--- src/rtl/rf_write_arbiter.sv ---
// Shares the register-file write port between two writeback requesters.
// Zero-fills the file after reset, then round-robin arbitrates and flags handshake violations.
module rf_write_arbiter #(
  parameter int DATA_W        = 16,
  parameter int REG_W         = 3,
  parameter int NUM_REGS      = 8,
  parameter int INIT_ON_RESET = 1
) (
  input  logic              clk,
  input  logic              rst,
  input  logic              req0_valid,
  input  logic [REG_W-1:0]  req0_reg,
  input  logic [DATA_W-1:0] req0_data,
  output logic              req0_ready,
  input  logic              req1_valid,
  input  logic [REG_W-1:0]  req1_reg,
  input  logic [DATA_W-1:0] req1_data,
  output logic              req1_ready,
  output logic [REG_W-1:0]  writeRegSel,
  output logic [DATA_W-1:0] writeData,
  output logic              writeEn,
  output logic              busy,
  output logic              err
);

  localparam logic [1:0] S_RESET_HOLD = 2'd0;
  localparam logic [1:0] S_INIT       = 2'd1;
  localparam logic [1:0] S_ARB        = 2'd2;
  localparam logic [1:0] S_START      = (INIT_ON_RESET != 0) ? S_INIT : S_ARB;

  logic [1:0]        r_state;
  logic [1:0]        w_state;
  logic [REG_W-1:0]  r_cnt;
  logic              r_rr;
  logic              r_err;
  logic              r_pend0, r_pend1;
  logic [REG_W-1:0]  r_reg0, r_reg1;
  logic [DATA_W-1:0] r_data0, r_data1;
  logic              w_init, w_arb, w_g0, w_g1;
  logic              w_viol0, w_viol1;

  // Reset overrides the registered state so every output is quiet while rst is high.
  always_comb begin
    w_state = rst ? S_RESET_HOLD : r_state;
    w_init  = (w_state == S_INIT);
    w_arb   = (w_state == S_ARB);
    w_g0    = w_arb & req0_valid & (~req1_valid | ~r_rr);
    w_g1    = w_arb & req1_valid & (~req0_valid |  r_rr);
    w_viol0 = r_pend0 & (~req0_valid | (req0_reg != r_reg0) | (req0_data != r_data0));
    w_viol1 = r_pend1 & (~req1_valid | (req1_reg != r_reg1) | (req1_data != r_data1));
  end

  always_comb begin
    req0_ready  = w_g0;
    req1_ready  = w_g1;
    busy        = w_init;
    err         = r_err & ~rst;
    writeEn     = w_init | w_g0 | w_g1;
    writeRegSel = '0;
    writeData   = '0;
    if (w_init) begin
      writeRegSel = r_cnt;
    end else if (w_g0) begin
      writeRegSel = req0_reg;
      writeData   = req0_data;
    end else if (w_g1) begin
      writeRegSel = req1_reg;
      writeData   = req1_data;
    end
  end

  always_ff @(posedge clk) begin
    if (rst) begin
      r_state <= S_START;
      r_cnt   <= '0;
      r_rr    <= 1'b0;
      r_err   <= 1'b0;
      r_pend0 <= 1'b0;
      r_pend1 <= 1'b0;
      r_reg0  <= '0;
      r_reg1  <= '0;
      r_data0 <= '0;
      r_data1 <= '0;
    end else begin
      if (r_state == S_INIT) begin
        r_cnt <= r_cnt + 1'b1;
        if (r_cnt == REG_W'(NUM_REGS - 1))
          r_state <= S_ARB;
      end
      // Pointer moves only on contention and always lands on the loser.
      if (w_arb & req0_valid & req1_valid)
        r_rr <= w_g0;
      if (w_viol0 | w_viol1)
        r_err <= 1'b1;
      r_pend0 <= req0_valid & ~w_g0;
      r_pend1 <= req1_valid & ~w_g1;
      r_reg0  <= req0_reg;
      r_reg1  <= req1_reg;
      r_data0 <= req0_data;
      r_data1 <= req1_data;
    end
  end

endmodule

--- config.mk ---
export PLATFORM = sky130hd
export DESIGN_NAME = rf_write_arbiter
export DESIGN_NICKNAME = d
export VERILOG_FILES = /design/src/rtl/rf_write_arbiter.sv
export SDC_FILE = /design/constraint.sdc
export NUM_CORES = 1
export LEC_CHECK = 0
export CORE_ASPECT_RATIO = 1.5
export CORE_MARGIN = 4
export CORE_UTILIZATION = 31
export DETAILED_ROUTE_END_ITERATION = 7
export HOLD_SLACK_MARGIN = 0.02
export SLEW_MARGIN = 20
export SYNTH_ARGS = -nofsm -noshare
export SYNTH_HDL_FRONTEND = slang
export SYNTH_SLANG_ARGS = --single-unit
--- constraint.sdc ---
create_clock -name clk -period 4 [get_ports clk]
set_clock_uncertainty 0.2 [all_clocks]
set_input_delay 0.8 -clock clk [delete_from_list [all_inputs] [get_ports clk]]
set_output_delay 0.8 -clock clk [all_outputs]
set_load 0.05 [all_outputs]
[Word level (Yosys, flattened, before mapping)]
Index checks and enable logic that the tools add are counted.
Cells by class
  add/sub/neg operators: 1
  multipliers: 0
  div/mod/pow operators: 0
  magnitude comparators: 0
  eq/ne operators: 8
  shift operators: 0
  mux-type cells: 7
  bitwise operators: 25
  reductions and logical operators: 1
Operators with widths (count)
  two-way mux 16 bit: 3
  != test 16 bit: 2
  AND 1 bit: 10
  two-way mux 3 bit: 3
  OR 1 bit: 9
  != test 3 bit: 2
  inverter 1 bit: 6
  == test 2 x 1 -> 1 bit, second input constant: 2
  adder 3 x 1 -> 3 bit, second input constant: 1
  == test 3 bit, second input constant: 1
  == test 2 bit, second input constant: 1
  two-way mux 2 bit: 1
  AND reduction 2 bit: 1
Storage, ports and cells
  bits in registers: 47
  latch bits: 0
  memory bits (writable): 0
  bits in read-only memories: 0
  input port bits: 42
  output and inout bits: 24
  logic and storage cells: 52
  memories: 0

[Depth between registers and ports, before layout]
  depth after elaboration: 7
  mapped depth: 7
  mapped depth without buffers: 5

[Least setup slack after synthesis]
No wires, ideal clock.
  kind: in2out
  start: input rst
  end: output writeRegSel[0]
  arrival: 2.181 ns
  data required time: 3.000 ns
  slack: 0.819 ns
  stages on the path: 6
  buffers on the path: 2
  cells stage by stage: buf_6 inv_1 and2_0 clkbuf_1 a22oi_1 nand2_1
Between the ends
  elaborated cells on any way between the ends: 10
  those cells by class: eq/ne (2); mux (4); bitwise (4)
RTL lines
  start, declared: RTL line 10  | input logic rst,
  two-way mux 2 bit: RTL line 44  | w_state = rst ? S_RESET_HOLD : r_state;
  == test 2 x 1 -> 1 bit: RTL line 45  | w_init = (w_state == S_INIT);
  net busy: RTL line 22  | output logic busy,
  two-way mux 3 bit: RTL line 61  | if (w_init) begin
  end, declared: RTL line 19  | output logic [REG_W-1:0] writeRegSel,
The timed path passes the listed nets, and every way through them passes these cells.

[Worst setup path in the final report]
  start: input rst
  end: output writeData[11]
Between the ends
  longest elaborated chain between the ends: 7
  elaborated cells on any way between the ends: 10
  those cells by class: eq/ne (2); mux (4); bitwise (4)
Ends and longest elaborated chain
  two-way mux 2 bit (*): RTL line 44
  == test 2 bit: RTL line 46  | w_arb = (w_state == S_ARB);
  AND 1 bit (2 in series): RTL line 48  | w_g1 = w_arb & req1_valid & (~req0_valid | r_rr);
  two-way mux 16 bit: RTL line 66  | end else if (w_g1) begin
  two-way mux 16 bit: RTL line 63  | end else if (w_g0) begin
  two-way mux 16 bit (*): RTL line 61
  end, declared: RTL line 20  | output logic [DATA_W-1:0] writeData,
Every way passes the cells marked *; elsewhere a longest branch is shown, timed or not.

==> flow_metrics.tcl <==
set metrics [dict create \
    status "finished, final reports clean" \
    finalMaxSlewViolations 0 \
    worstSkewPairLatency_ns 0.30 \
    drv_cap 0 \
    post_drt_wl_per_cell_um 14.6 \
    crit_arrival_ns 2.54 \
    cts_tree "done" \
    portBuffers 65 \
    die_h_um 107 \
    max_freq_mhz 283 \
    yosysTopAreaCellShare 0.461 \
    hold_viol_final 0 \
    synth-seq-area-share 0.461 \
    cts_root_buf "clkbuf_8" \
    timing.final.crit_share 0.885 \
    critPathKind "input pin to output pin" \
    place_area_um2 2990 \
    worstPathRequired_ns 3.00 \
    async_flop_share 0 \
    crit_family "buffers and inverters" \
    detailed_place_hpwl_um 3880 \
    io_pins 66 \
    drc 0 \
    initial_core_util 0.326 \
    grt_pass1_wl_um 8070 \
    syn-num-nets 247 \
    worstMarginPinSlew_ns 0.453 \
    synth-main-ff-cell "dfxtp_1" \
    drtPass1Iterations 5 \
    drt_iter0_drc 75 \
    area_growth_pct 51.2 \
    endpoint_kind "output pin" \
    final.setup.tns_ns 0 \
    slew_headroom 0.698 \
    holdBufCountCts 0 \
    rsz0062_at_grt "no" \
    cp-start-kind "input pin" \
    grt_antenna_before_repair 0 \
    cts.clk_slew.worst_paths_ns 0.09 \
    ys_warn_count 0 \
    leakage_nw 1.20 \
    crit_buf_inv 4 \
    ys_types 30 \
    cp_cell_sequence "clkdlybuf4s50_1, inv_1, nand2_1, a211oi_2, buf_4, a22o_1, buf_12" \
    cts_buffers 5 \
    cts_max_level 2 \
    grt_pass1_vias 1596 \
    min_path_type "flop to flop" \
    layout.nets 313 \
    power.ir.vdd_worst_uv 176 \
    setup_viol 0 \
    cts_buffer_depth 2 \
    gr-total-overflow 0 \
    cts.repair.resized 0 \
    drt-vias-per-instance 4.57 \
    fp-row-count 35 \
    design_area_um2 3080 \
    cpPeakStageDelay_ns 0.44 \
    via_count 1572 \
    fin_crit_ns 3.54 \
    synthesis.area_um2 2040 \
    synth_edf_count 0 \
    dieArea_um2 7970 \
    netlist_top_cells_area "dfxtp_1 (46%), nor2b_1 (12%), xnor2_1 (9.4%), xor2_1 (7.3%), a22o_1 (6.9%)" \
    postCtsSetupBuffers 0 \
    fp.dieW_um 74.2 \
    synth_seq_cells 47 \
    num_antenna_cells 0 \
    wirelength_um 5020 \
    p_per_area_nw_per_um2 315 \
    fillerInstances 593 \
    synth_area_leader_cell "dfxtp_1" \
    grt_max_degree 46 \
    yosysMostFrequentCell "dfxtp_1" \
    drive_above_1_share 0.144 \
    clock_sink_count 47 \
    synth_common_cells "dfxtp_1 (47), nor2b_1 (40), xnor2_1 (22)" \
    grt.total_usage 0.135 \
    path_max_fanout 17 \
    syn_avg_cell_area_um2 10.0 \
    drtAntennaViolNets 0 \
    cp_slowest_cell "clkdlybuf4s50_1" \
    postSynthCellCount 203 \
    fp.coreArea_um2 6260 \
    gp_congestion 0.791 \
]
==> stage by stage <==
step / hold WS, ns / utilization / worst slack [ns] / power, mW / instances
final: 0.302 / 0.493 / 0.460 / 0.971 / 344
after global routing: 0.335 / 0.493 / 0.265 / 1.02 / 344
after CTS: 0.301 / 0.493 / 0.440 / 0.986 / 344
after detailed placement: 0.282 / 0.477 / 0.439 / 0.681 / 336
after global placement: 0.292 / 0.477 / 0.486 / 0.679 / 336
after floorplan: 0.253 / - / 0.819 / 0.595 / 203
==> power breakdown <==
group	leakage, nW	switching (mW)	total, mW	internal (mW)
clock	0.0474	0.162	0.303	0.141
combinational	0.759	0.0721	0.162	0.0894
sequential	0.391	0.0125	0.506	0.494
==> worst min-delay path: stages, from the launching register on <==
cell	delay (ns)
dfxtp_1	0.33
o21ai_0	0.08
nand2_1	0.05
==> cell usage in the layout (no fill, tap or decap) <==
cell type,n
nand2_1,8
a22oi_1,2
nor2_1,7
buf_12,23
xor2_1,17
o31ai_1,1
clkinvlp_4,1
nor3b_1,1
nor3_2,1
dfxtp_1,47
a211oi_2,1
a222oi_1,1
inv_1,3
nor4_1,5
clkdlybuf4s50_1,41
nand3_1,1
mux2i_1,2
nor2b_1,40
and2_0,1
nand4_1,6
o21ai_0,2
nor2b_2,1
ha_1,2
nand2b_1,1
or3_1,2
buf_4,5
a21oi_1,2
a22o_1,16
clkbuf_8,6
clkinv_4,1
o311ai_1,1
xnor2_1,22
==> layout make-up <==
| class | count | area [um2] | share of cell area |
|---|---|---|---|
| multi-input cells | 143 | 1030 | 0.335 |
| inverters | 3 | 11.3 | 0.00365 |
| well taps | 74 | 92.6 | 0.0300 |
| clock inverters | 2 | 16.3 | 0.00527 |
| flip-flops and latches | 47 | 941 | 0.305 |
| repair buffers | 69 | 908 | 0.295 |
| clock buffers | 6 | 82.6 | 0.0268 |
==> cells by family after synthesis <==
| family | share of synthesized area |
|---|---|
| buffers and inverters | 0.0325 |
| XOR/XNOR | 0.167 |
| flip-flops | 0.461 |
| multiplexers | 0.00982 |
| adder cells (fa/ha/maj) | 0.0123 |
| AND/OR/NAND/NOR | 0.212 |
| AO/OA/AOI/OAI | 0.105 |
==> registers in the layout, indices dropped and copies added, names as in the netlist <==
name	flops
r_err	1
r_reg1	3
r_state	2
r_pend1	1
r_pend0	1
r_data0	16
r_rr	1
r_cnt	3
r_data1	16
r_reg0	3
==> worst paths after layout <==
path,from,to,slack (ns),depth (start not counted)
hold / removal,r_state[0],r_state[0],0.30,2
setup / recovery,rst,writeData[11],0.46,7
setup reg to reg,r_data1[0],r_err,2.29,5
hold reg to reg,r_state[0],r_state[0],0.30,2
==> per-layer routing <==
metal / part of all wire / track usage / up-vias
met3: 0.039 / 0.0280 / 7
met2: 0.52 / 0.219 / 39
li1: - / - / 818
met1: 0.42 / 0.165 / 708
met5: 0 / 0 / -
met4: 0.025 / 0.0674 / 0
Note: power is estimated with default switching activity, not from simulation.
